`src/rtl/mdarr_pkg.sv`:
```
// Shared types and helpers for the multi-channel round-robin mux.
//   arb_mode_t  : arbitration policy select (ARB_RR / ARB_FIXED)
//   clog2_min1  : ceil(log2(n)) clamped to at least 1, for index widths
package mdarr_pkg;

  typedef enum bit {
    ARB_RR    = 1'b0,
    ARB_FIXED = 1'b1
  } arb_mode_t;

  // Index width that never collapses to zero bits.
  function automatic int unsigned clog2_min1(input int unsigned n);
    return (n <= 2) ? 1 : $clog2(n);
  endfunction

endpackage : mdarr_pkg

```
`src/rtl/mdarr_chan_fifo.sv`:
```
// Single-channel FIFO holding [AUM-1:0][BUM-1:0] words.
//   clk, rst_n : clock, synchronous active-low reset (pointers/level only)
//   flush      : synchronous clear of pointers and level
//   push       : write push_data (ignored when full)
//   pop        : drop head word (ignored when empty)
//   head_data  : word at the read pointer
//   level      : current occupancy, 0..DEPTH
//   full       : level == DEPTH
module mdarr_chan_fifo
  import mdarr_pkg::*;
#(
  parameter int unsigned AUM   = 8,
  parameter int unsigned BUM   = 4,
  parameter int unsigned DEPTH = 4
) (
  input  logic                           clk,
  input  logic                           rst_n,
  input  logic                           flush,
  input  logic                           push,
  input  logic [AUM-1:0][BUM-1:0]        push_data,
  input  logic                           pop,
  output logic [AUM-1:0][BUM-1:0]        head_data,
  output logic [$clog2(DEPTH+1)-1:0]     level,
  output logic                           full
);

  localparam int unsigned PTR_W = clog2_min1(DEPTH);
  localparam int unsigned LVL_W = $clog2(DEPTH + 1);

  logic [AUM-1:0][BUM-1:0] mem [DEPTH];

  logic [PTR_W-1:0] wr_ptr_q, wr_ptr_d;
  logic [PTR_W-1:0] rd_ptr_q, rd_ptr_d;
  logic [LVL_W-1:0] level_q, level_d;
  logic             do_push;
  logic             do_pop;

  assign full      = (level_q == LVL_W'(DEPTH));
  assign level     = level_q;
  assign head_data = mem[rd_ptr_q];
  assign do_push   = push && !full;
  assign do_pop    = pop && (level_q != '0);

  // Pointer/level next state; pointers wrap naturally since DEPTH is a power of two.
  always_comb begin
    wr_ptr_d = wr_ptr_q;
    rd_ptr_d = rd_ptr_q;
    level_d  = level_q;
    if (flush) begin
      wr_ptr_d = '0;
      rd_ptr_d = '0;
      level_d  = '0;
    end else begin
      if (do_push) wr_ptr_d = wr_ptr_q + PTR_W'(1);
      if (do_pop)  rd_ptr_d = rd_ptr_q + PTR_W'(1);
      case ({do_push, do_pop})
        2'b10:   level_d = level_q + LVL_W'(1);
        2'b01:   level_d = level_q - LVL_W'(1);
        default: level_d = level_q;
      endcase
    end
  end

  always_ff @(posedge clk) begin
    if (!rst_n) begin
      wr_ptr_q <= '0;
      rd_ptr_q <= '0;
      level_q  <= '0;
    end else begin
      wr_ptr_q <= wr_ptr_d;
      rd_ptr_q <= rd_ptr_d;
      level_q  <= level_d;
    end
  end

  // Storage is not reset; stale words are unreachable once pointers clear.
  always_ff @(posedge clk) begin
    if (rst_n && !flush && do_push) begin
      mem[wr_ptr_q] <= push_data;
    end
  end

endmodule : mdarr_chan_fifo

```
`src/rtl/mdarr_rr_mux.sv`:
```
// VUM-channel buffered mux with round-robin or fixed-priority arbitration.
//   clk, rst_n : clock, synchronous active-low reset
//   flush      : clears all channel FIFOs, grant lock and rr pointer
//   mode       : ARB_RR or ARB_FIXED
//   chan_en    : per-channel arbitration enable
//   in_valid / in_ready / in_data : per-channel push interface
//   out_valid / out_ready / out_data / out_chan : granted word and its channel
//   level      : per-channel occupancy
module mdarr_rr_mux
  import mdarr_pkg::*;
#(
  parameter int unsigned AUM   = 8,
  parameter int unsigned BUM   = 4,
  parameter int unsigned VUM   = 4,
  parameter int unsigned DEPTH = 4
) (
  input  logic                           clk,
  input  logic                           rst_n,
  input  logic                           flush,
  input  arb_mode_t                      mode,
  input  logic [VUM-1:0]                 chan_en,
  input  logic [VUM-1:0]                 in_valid,
  output logic [VUM-1:0]                 in_ready,
  input  logic [AUM-1:0][BUM-1:0]        in_data [VUM],
  output logic                           out_valid,
  input  logic                           out_ready,
  output logic [AUM-1:0][BUM-1:0]        out_data,
  output logic [$clog2(VUM)-1:0]         out_chan,
  output logic [$clog2(DEPTH+1)-1:0]     level [VUM]
);

  localparam int unsigned CHAN_W = $clog2(VUM);
  localparam int unsigned LVL_W  = $clog2(DEPTH + 1);

  logic [VUM-1:0]          full;
  logic [VUM-1:0]          eligible;
  logic [VUM-1:0]          push_vec;
  logic [VUM-1:0]          pop_vec;
  logic [AUM-1:0][BUM-1:0] head [VUM];

  logic [CHAN_W-1:0] rr_ptr_q, rr_ptr_d;
  logic              lock_q, lock_d;
  logic [CHAN_W-1:0] lock_chan_q, lock_chan_d;

  logic [CHAN_W-1:0] arb_base;
  logic [CHAN_W-1:0] arb_chan;
  logic              arb_found;
  logic [CHAN_W-1:0] grant_chan;
  logic              pop_fire;

  assign in_ready = ~full & {VUM{~flush}};
  assign push_vec = in_valid & in_ready;

  // One FIFO per channel.
  for (genvar g = 0; g < VUM; g++) begin : g_chan
    assign eligible[g] = (level[g] != LVL_W'(0)) && chan_en[g];

    mdarr_chan_fifo #(
      .AUM   (AUM),
      .BUM   (BUM),
      .DEPTH (DEPTH)
    ) u_fifo (
      .clk       (clk),
      .rst_n     (rst_n),
      .flush     (flush),
      .push      (push_vec[g]),
      .push_data (in_data[g]),
      .pop       (pop_vec[g]),
      .head_data (head[g]),
      .level     (level[g]),
      .full      (full[g])
    );
  end

  // Search upward from the base with wrap; fixed priority is a search from 0.
  always_comb begin
    int unsigned idx;
    arb_found = 1'b0;
    arb_chan  = '0;
    arb_base  = (mode == ARB_FIXED) ? '0 : rr_ptr_q;
    for (int unsigned i = 0; i < VUM; i++) begin
      idx = 32'(arb_base) + i;
      if (idx >= VUM) idx = idx - VUM;
      if (!arb_found && eligible[CHAN_W'(idx)]) begin
        arb_found = 1'b1;
        arb_chan  = CHAN_W'(idx);
      end
    end
  end

  // A held grant overrides live arbitration so a stalled word stays put.
  assign grant_chan = lock_q ? lock_chan_q : arb_chan;
  assign out_valid  = lock_q || arb_found;
  assign out_chan   = out_valid ? grant_chan : '0;
  assign out_data   = out_valid ? head[grant_chan] : '0;
  assign pop_fire   = out_valid && out_ready && !flush;

  always_comb begin
    pop_vec = '0;
    for (int unsigned c = 0; c < VUM; c++) begin
      pop_vec[c] = pop_fire && (grant_chan == CHAN_W'(c));
    end
  end

  // Grant lock and round-robin pointer next state.
  always_comb begin
    lock_d      = lock_q;
    lock_chan_d = lock_chan_q;
    rr_ptr_d    = rr_ptr_q;
    if (flush) begin
      lock_d      = 1'b0;
      lock_chan_d = '0;
      rr_ptr_d    = '0;
    end else if (out_valid && !out_ready) begin
      lock_d      = 1'b1;
      lock_chan_d = grant_chan;
    end else if (pop_fire) begin
      lock_d   = 1'b0;
      rr_ptr_d = (grant_chan == CHAN_W'(VUM - 1)) ? '0 : grant_chan + CHAN_W'(1);
    end
  end

  always_ff @(posedge clk) begin
    if (!rst_n) begin
      lock_q      <= 1'b0;
      lock_chan_q <= '0;
      rr_ptr_q    <= '0;
    end else begin
      lock_q      <= lock_d;
      lock_chan_q <= lock_chan_d;
      rr_ptr_q    <= rr_ptr_d;
    end
  end

endmodule : mdarr_rr_mux

```
`config.mk`:
```
export PLATFORM = sky130hd
export DESIGN_NAME = mdarr_rr_mux
export DESIGN_NICKNAME = d
export VERILOG_FILES = /design/src/rtl/mdarr_pkg.sv /design/src/rtl/mdarr_chan_fifo.sv /design/src/rtl/mdarr_rr_mux.sv
export SDC_FILE = /design/constraint.sdc
export NUM_CORES = 1
export LEC_CHECK = 0
export CAP_MARGIN = 0
export CORE_MARGIN = 10
export CORE_UTILIZATION = 30
export DETAILED_ROUTE_END_ITERATION = 6
export GPL_ROUTABILITY_DRIVEN = 1
export PLACE_DENSITY = 0.52
export SLEW_MARGIN = 0
export SYNTH_ARGS = -nofsm -noshare
export SYNTH_HDL_FRONTEND = slang
export SYNTH_SLANG_ARGS = --single-unit
```
`constraint.sdc`:
```
create_clock -name clk -period 4.64 [get_ports clk]
set_input_delay 0.928 -clock clk [delete_from_list [all_inputs] [get_ports clk]]
set_output_delay 0.928 -clock clk [all_outputs]
set_load 0.01 [all_outputs]
```
==> out/metrics.yaml, run 1 <==
worst_setup_path:
  critical_path_required_ps: 3710
  critPathArrivalTime_ps: 3630
  crit_end: "out_data[22]"
  cp-start-kind: "input port"
  reg2reg_depth: 16
  r2r-start: "g_chan[2].u_fifo.level[0]"
  cp-end-kind: "output pin"
  cp_max_fo: 7
  r2r_setup_slack_ps: 770
  startpoint: "chan_en[2]"
  critPathKind: "in2out"
  r2r_end: "g_chan[3].u_fifo.level[2]"
synthesis:
  syn_inst: 1079
  synth_top_cell_area_share_pct: 70.2
  synth_area_per_cell_um2: 20.3
  synth_edf_count: 512
  synthTopCellsByCount: "512 x edfxtp_1, 128 x mux4_2, 77 x mux2i_1"
  yosysSeqAreaShare_pct: 74.0
  ys_ff_latch: 553
  yosys-top-cells-area: "edfxtp_1 70%, mux4_2 13%, dfxtp_1 3.8%"
  synth_top_area_cell: "edfxtp_1"
  postSynthNetCount: 1245
  yosysWarnings: 0
  ys_types: 55
  synthesis.area_um2: 21900
  ys_async_sr_fraction_pct: 0
  yosys_most_used_dff: "edfxtp_1"
  yosysMostFrequentCell: "edfxtp_1"
clock_network:
  cts-root-buf: "clkbuf_16"
  numCtsBuffers: 60
  cts_buffer_depth: 3
  clk_pin_slew_worst_paths_ps: 60
  clk_latency_ps: 630
  htreeDepth: 2
  hold_buffers: 0
  cts_tree: "done"
  cts_sinks: 553
sta:
  finalCritPeriodShare_pct: 98.1
  setup_tns_ps: 0
  final-setup-viol-count: 0
  fin_skew_ps: 23.9
  fmaxAchievable_mhz: 220
  min_period_ps: 4550
  grt_setup_unrepaired: "false"
  hold_viol: 0
  slew_headroom_pct: 19.3
  worst_slack_ps: 87.0
  whs_ps: 479
  slew_violations: 0
  worstMarginPinSlew_ps: 1210
route:
  viasPerCell: 4.77
  ant_nets: 0
  wirelength_um: 58000
  drt_iter0_markers: 812
  drt_pass1_iterations: 5
  drc: 0
  num_vias: 11400
  avgRoutedWirePerCell_um: 24.3
power:
  p_sw_share_pct: 21.1
  p_seq_share_pct: 50.5
  pwr-share-comb_pct: 6.6
  leakage_nw: 8.95
  switchingPower_mw: 2.30
  peakVddDrop_mv: 0.277
  pwr-share-clk_pct: 42.9
  power_mw: 10.9
  pwr_density_cell_nw_per_um2: 394
  p_int_mw: 8.60
place:
  hpwlAfterDp_um: 38900
  gp_congestion: 0.757
  dp.cells: 2270
  post-place-ws_ps: -339
  place_area_um2: 25600
  numPortBuffers: 191
layout:
  fin_nets: 1552
  final_util_pct: 38.5
  area_growth_pct: 26.5
  fill_cells: 6629
  fin_area_um2: 27700
  multi_input_area_um2: 5430
  final-seq-area_um2: 16200
  drive_gt1_share_pct: 25.1
  final_cell_count_no_fill: 2385
floorplanning:
  io_pins: 192
  core_area_um2: 71900
  die_width_um: 290
  fp.dieH_um: 290
  initial_core_util_pct: 30.5
  dieArea_um2: 84200
  row_count: 98
global_routing:
  grt_pass1_wl_um: 84100
  antenna_found_initial: 10
  grt_max_degree: 33
  grt_pass1_vias: 11900
  gr-total-overflow: 0
  grt_use_total_pct: 13.4
status:
  status: "finished clean"
job:
  drv_cap: 0
worst_hold_path:
  hp-class: "reg2reg"
## power by group through the flow
stage               Combinational (mW)  Clock (mW)  Sequential [mW]
global placement                 0.708           0             5.61
finish                           0.715        4.68             5.51
CTS                              0.725        4.81             5.51
global route                     0.763        5.03             5.51
detailed placement               0.715           0             5.61
floorplan                        0.258           0             5.61
## flip-flops by register name, summed over array words and instances (netlist names), named ones only
| signal | flops |
|---|---|
| g_chan.u_fifo.mem | 512 |
| g_chan.u_fifo.level | 12 |
| g_chan.u_fifo.rd_ptr_q | 8 |
| g_chan.u_fifo.wr_ptr_q | 8 |
| lock_chan_q | 2 |
| rr_ptr_q | 2 |
| lock_q | 1 |
## routing by layer
metal,global-route usage [%],part of all wire (%),routed length [µm]
met5,0,0.18,104
met1,17.7,44,25600
met2,22.1,49,28500
met3,3.15,5.1,2980
met4,2.94,1.5,888
## worst max-delay path, stage by stage
cell             delay [ps]
clkdlybuf4s50_1         480
o31a_1                  230
mux2i_1                 120
a311oi_2                280
a211o_1                 150
and2_4                  210
inv_8                    80
buf_12                  160
buf_6                   140
mux2i_2                 150
buf_4                   140
o22ai_1                 230
dlygate4sd2_1           330
## cell usage in the layout (no fill, tap or decap), drive strengths merged, types with 10 or more instances in the layout
master / n
edfxtp: 512
clkdlybuf4s50: 157
mux4: 128
buf: 106
mux2i: 77
clkbuf: 70
dfxtp: 41
inv: 36
dlygate4sd2: 33
o22ai: 33
nor2: 31
clkinv: 25
ha: 21
and3: 19
a21oi: 15
nand2: 14
xor2: 10
## how the worst min path moves through the flow
stage / from / end / slack [ps] / depth (start not counted)
floorplan: g_chan[2].u_fifo.rd_ptr_q[1] / flop / 450 / 2
global placement: g_chan[0].u_fifo.rd_ptr_q[1] / flop / 460 / 2
detailed placement: g_chan[0].u_fifo.rd_ptr_q[1] / flop / 470 / 2
CTS: g_chan[0].u_fifo.rd_ptr_q[1] / flop / 480 / 2
global route: g_chan[2].u_fifo.rd_ptr_q[1] / flop / 510 / 2
finish: g_chan[0].u_fifo.rd_ptr_q[1] / flop / 480 / 2
## layout make-up
class	count	share of cell area [%]
Antenna cell	3	0.0271
Clock inverter	38	1.41
Sequential cell	553	58.5
Tap cell	950	4.29
Inverter	32	0.461
Clock buffer	70	5.56
Timing Repair Buffer	298	10.1
Multi-Input combinational cell	440	19.6
Timing Repair inverter	1	0.0136
## what timing repair did
action                                 CTS  global route
endpoints found under the hold margin    0             0
gates cloned                             2             0
pin swaps                                2             0
setup endpoints to repair               33             4
buffers inserted                         2             0
resized for setup                       52             5
## cells by family (layout without fill, tap and decap cells)
group / after synthesis / after routing / share of synthesized area [%]
DFF: 553 / 553 / 74.0
AOI/OAI and AO/OA: 88 / 88 / 2.81
other: 0 / 3 / 0
adders and majority gates: 25 / 25 / 1.57
muxes: 205 / 205 / 16.7
xor gates and xnor gates: 16 / 16 / 0.640
buffers and inverters: 86 / 439 / 1.65
and+or+nand+nor: 106 / 106 / 2.65
No activity file was read; power rests on OpenSTA's default activity.
==> run 2, diff against run 1 <==
--- a/config.mk
+++ b/config.mk
@@ -8,9 +8,11 @@
 export CAP_MARGIN = 0
 export CORE_MARGIN = 10
 export CORE_UTILIZATION = 30
+export CTS_BUF_LIST = sky130_fd_sc_hd__clkbuf_4 sky130_fd_sc_hd__clkbuf_8
 export DETAILED_ROUTE_END_ITERATION = 6
 export GPL_ROUTABILITY_DRIVEN = 1
-export PLACE_DENSITY = 0.52
+export PLACE_DENSITY = 0.5
+export SKIP_CTS_REPAIR_TIMING = 1
 export SLEW_MARGIN = 0
 export SYNTH_ARGS = -nofsm -noshare
 export SYNTH_HDL_FRONTEND = slang
==> out/metrics.yaml, run 2 (synthesized netlist as in run 1, its figures left out) <==
status:
  status: "finished clean"
route:
  drt_iter0_markers: 826
  avgRoutedWirePerCell_um: 24.0
  viasPerCell: 4.74
  drc: 0
  ant_nets: 0
  drt_pass1_iterations: 5
  wirelength_um: 58600
  num_vias: 11600
layout:
  fin_area_um2: 27700
  final_cell_mix: "512 x edfxtp_1, 157 x clkdlybuf4s50_1, 128 x mux4_2"
  layout_commonest_cell: "edfxtp_1"
  fin_nets: 1579
  drive_gt1_share_pct: 27.8
  area_growth_pct: 26.7
  top_register: "g_chan.u_fifo.mem"
  final_util_pct: 38.6
  largest_reg_flops: 512
floorplanning:
  fp.dieH_um: 290
  dieArea_um2: 84200
  row_count: 98
  initial_core_util_pct: 30.5
  die_width_um: 290
  io_pins: 192
  core_area_um2: 71900
sta:
  grt_setup_unrepaired: "true"
  fin_skew_ps: 41.0
  slew_violations: 0
  worstMarginPinSlew_ps: 731
  min_period_ps: 4600
  finalCritPeriodShare_pct: 99.2
  fmaxAchievable_mhz: 217
  final-setup-viol-count: 0
  hold_viol: 0
  slew_headroom_pct: 51.3
  setup_tns_ps: 0
clock_network:
  cts_sinks: 553
  clk_latency_ps: 690
  cts_buffer_depth: 3
  htreeDepth: 3
  clk_pin_slew_worst_paths_ps: 50
  numCtsBuffers: 97
  cts_tree: "done"
  cts-root-buf: "clkbuf_8"
place:
  numPortBuffers: 191
  hpwlAfterDp_um: 39400
  place_area_um2: 25600
  gp_congestion: 0.765
worst_setup_path:
  critPathArrivalTime_ps: 3670
  cp_max_fo: 7
  critical-path-max-stage-delay_ps: 480
  slowest_stage: "clkdlybuf4s50_1"
  timing.critical_path.cells: "clkdlybuf4s50_1 > nor2b_2 > mux2i_1 > a311oi_2 > a211o_1 > and2_1 > inv_4 > buf_4 > mux2i_2 > buf_4 > o22ai_1 > dlymetal6s2s_1"
  critPathKind: "in2out"
  path_common_cell: "buf_4"
  cp-start-kind: "input port"
  critical_path_required_ps: 3710
  cp-end-kind: "output pin"
global_routing:
  grt_use_total_pct: 13.6
  grt_max_degree: 33
  gr-total-overflow: 0
  antenna_found_initial: 19
  grt_pass1_vias: 12200
  grt_pass1_wl_um: 85100
power:
  peakVddDrop_mv: 0.194
  pwr_density_cell_nw_per_um2: 385
  leakage_nw: 9.32
  power_mw: 10.7
worst_hold_path:
  hp-class: "reg2reg"
job:
  drv_cap: 0
-- run 2: worst max-delay path, delay by kind of cell --
family,cells,cell delay (ps)
and+or+nand+nor,2,410
AOI/OAI and AO/OA,3,470
muxes,2,590
buffers and inverters,5,1260
-- run 2: metal layers --
| metal | vias to the layer above | global-route usage [%] | routed length, µm |
|---|---|---|---|
| met4 | 30 | 3.66 | 1080 |
| met3 | 113 | 4.31 | 3800 |
| met5 | - | 0 | 206 |
| li1 | 5124 | - | - |
| met2 | 301 | 21.7 | 28100 |
| met1 | 6019 | 17.7 | 25400 |
-- run 2: cell type report --
class	count	area, µm²
inverters	32	123
diodes	3	7.51
repair buffers	289	2860
multi-input cells	440	5400
fillers	6660	44100
clock buffers	122	1550
well taps	950	1190
flip-flops and latches	553	16200
clock inverters	55	388
-- run 2: power breakdown --
part,switching (mW),leakage [nW],internal [mW]
registers,0.0162,4.96,5.49
clock network,1.99,1.02,2.48
logic,0.345,3.35,0.355
-- run 2: final timing paths --
kind                                start                      endpoint  slack [ps]  cells past startpoint
max                                  mode                  out_data[29]          40                     12
min          g_chan[2].u_fifo.rd_ptr_q[1]  g_chan[2].u_fifo.rd_ptr_q[1]         470                      2
max reg2reg     g_chan[2].u_fifo.level[0]     g_chan[3].u_fifo.level[2]         490                     18
min reg2reg  g_chan[2].u_fifo.rd_ptr_q[1]  g_chan[2].u_fifo.rd_ptr_q[1]         470                      2
-- run 2: metrics by stage --
| step | instances | worst slack [ps] | hold slack [ps] |
|---|---|---|---|
| after CTS | 2436 | -345 | 480 |
| after global routing | 2442 | -143 | 495 |
| final | 2444 | 37.3 | 472 |
| after floorplan | 1079 | 439 | 445 |
| after global placement | 2259 | -331 | 457 |
| after detailed placement | 2259 | -321 | 473 |
==> run 3, diff against run 2 <==
--- a/config.mk
+++ b/config.mk
@@ -6,9 +6,9 @@
 export NUM_CORES = 1
 export LEC_CHECK = 0
 export CAP_MARGIN = 0
-export CORE_MARGIN = 10
+export CORE_MARGIN = 3
 export CORE_UTILIZATION = 30
-export CTS_BUF_LIST = sky130_fd_sc_hd__clkbuf_4 sky130_fd_sc_hd__clkbuf_8
+export CTS_BUF_LIST = sky130_fd_sc_hd__clkbuf_16
 export DETAILED_ROUTE_END_ITERATION = 6
 export GPL_ROUTABILITY_DRIVEN = 1
 export PLACE_DENSITY = 0.5
==> out/metrics.yaml, run 3 (synthesized netlist as in run 1, its figures left out) <==
place:
  hpwlAfterDp_um: 39000
  gp_congestion: 0.779
  dp.cells: 2257
  numPortBuffers: 191
route:
  drc: 0
  wirelength_um: 55800
  viasPerCell: 4.73
  drt_iter0_markers: 665
  drt_pass1_iterations: 5
  avgRoutedWirePerCell_um: 23.5
  num_vias: 11200
  ant_nets: 0
floorplanning:
  dieArea_um2: 76200
  die_width_um: 276
  fp.dieH_um: 276
  row_count: 98
  io_pins: 192
  initial_core_util_pct: 30.5
  core_area_um2: 71900
power:
  switchingPower_mw: 2.21
  p_seq_share_pct: 52.1
  peakVddDrop_mv: 0.261
  pwr_density_cell_nw_per_um2: 382
  pwr-share-clk_pct: 41.3
  leakage_nw: 9.17
  p_sw_share_pct: 20.9
  pwr-share-comb_pct: 6.7
  p_int_mw: 8.36
sta:
  grt_setup_unrepaired: "true"
  worst_slack_ps: -179
  slew_violations: 0
  fin_skew_ps: 24.5
  finalCritPeriodShare_pct: 104
  worstMarginPinSlew_ps: 898
  slew_headroom_pct: 40.0
  final-setup-viol-count: 6
  hold_viol: 0
  min_period_ps: 4820
  fmaxAchievable_mhz: 207
worst_setup_path:
  cp-start-kind: "input port"
  critical-path-max-stage-delay_ps: 530
  timing.critical_path.cells: "clkdlybuf4s50_1 > o31a_1 > buf_4 > or3_1 > a211oi_2 > nor2_1 > o311a_4 > buf_12 > buf_4 > o22ai_2 > buf_4 > clkdlybuf4s50_1"
  r2r_setup_slack_ps: 500
  critPathKind: "in2out"
  critical_path_required_ps: 3710
  reg2reg_depth: 17
  r2r_end: "g_chan[3].u_fifo.level[2]"
  r2r-start: "g_chan[2].u_fifo.level[0]"
  slowest_stage: "clkdlybuf4s50_1"
  cp-end-kind: "output pin"
  critPathArrivalTime_ps: 3890
  path_common_cell: "buf_4"
  cp_max_fo: 18
layout:
  area_growth_pct: 26.4
  final_cell_mix: "512 x edfxtp_1, 164 x clkdlybuf4s50_1, 128 x mux4_2"
  final_cell_count_no_fill: 2377
  drive_gt1_share_pct: 24.8
  largest_reg_flops: 512
  layout_commonest_cell: "edfxtp_1"
  final_util_pct: 38.5
  top_register: "g_chan.u_fifo.mem"
  fill_cells: 6602
  fin_nets: 1533
  final-seq-area_um2: 16200
  multi_input_area_um2: 5490
job:
  drv_cap: 0
clock_network:
  clk_latency_ps: 610
  cts_tree: "done"
  htreeDepth: 2
  cts_sinks: 553
  cts_buffer_depth: 3
  numCtsBuffers: 58
  clk_pin_slew_worst_paths_ps: 60
  cts-root-buf: "clkbuf_16"
global_routing:
  grt_max_degree: 33
  grt_pass1_wl_um: 81700
  grt_use_total_pct: 14.4
  gr-total-overflow: 0
  grt_pass1_vias: 11800
  antenna_found_initial: 24
worst_hold_path:
  hp-class: "reg2reg"
  min_path_cells: 2
  hold_start: "g_chan[0].u_fifo.rd_ptr_q[1]"
status:
  violations: "negative setup slack"
  status: "finished, violations left"
==> run 3: cell count changes in the layout (fill, tap and decap cells not counted), moves of 7 or more <==
cell,delta
buf_4,-7
clkbuf_4,-20
and3_1,-7
inv_1,+18
clkbuf_8,-102
clkinv_1,-14
and3_2,+7
clkdlybuf4s50_1,+7
mux2i_1,-7
diode_2,+8
clkbuf_16,+58
==> run 3: layout make-up <==
class / count / area share (%)
Tap cell: 950 / 4.30
Sequential cell: 553 / 58.6
Inverter: 32 / 0.443
Antenna cell: 11 / 0.0995
Timing Repair Buffer: 282 / 10.2
Clock buffer: 59 / 5.34
Multi-Input combinational cell: 440 / 19.9
Clock inverter: 50 / 1.15
==> run 3: how the worst max path moves through the flow <==
stage | startpoint | slack, ps | cells after the start | to
after floorplan | mode | 440 | 17 | g_chan[3].u_fifo.level[2]
after global placement | chan_en[2] | -270 | 13 | out_data[5]
after detailed placement | chan_en[2] | -250 | 13 | out_data[28]
after CTS | chan_en[2] | -270 | 13 | out_data[5]
after global routing | mode | -290 | 13 | out_data[5]
final | chan_en[2] | -180 | 12 | out_data[5]
==> run 3: routing by layer <==
| metal | vias to the layer above | part of all wire [%] | global-route usage [%] |
|---|---|---|---|
| met5 | - | 0.25 | 0 |
| met4 | 20 | 1.7 | 4.09 |
| met3 | 85 | 5.7 | 3.99 |
| met2 | 230 | 46 | 21.6 |
| met1 | 5896 | 46 | 20.6 |
| li1 | 5017 | - | - |
==> run 3: per-stage QoR <==
stage / total power [mW] / hold slack [ps] / TNS [ps] / worst slack (ps) / instance area, µm²
after CTS: 10.7 / 482 / -6160 / -266 / 27400
after global routing: 11.0 / 518 / -1300 / -287 / 27600
after floorplan: 5.87 / 445 / 0 / 439 / 21900
after detailed placement: 6.31 / 474 / -5880 / -246 / 25600
after global placement: 6.30 / 457 / -5360 / -270 / 25600
final: 10.6 / 479 / -658 / -179 / 27700
==> run 3: worst max-delay path: cells and delay by family <==
kind / cells / cell delay [ps]
compound gates: 4 / 920
simple gates: 2 / 430
buf+inv: 6 / 1600
==> run 3: power by group through the flow <==
stage / Clock (mW) / Combinational (mW) / Sequential, mW
final: 4.36 / 0.704 / 5.51
after global placement: 0 / 0.689 / 5.61
after global routing: 4.71 / 0.752 / 5.51
after CTS: 4.50 / 0.699 / 5.51
after floorplan: 0 / 0.258 / 5.61
after detailed placement: 0 / 0.696 / 5.61
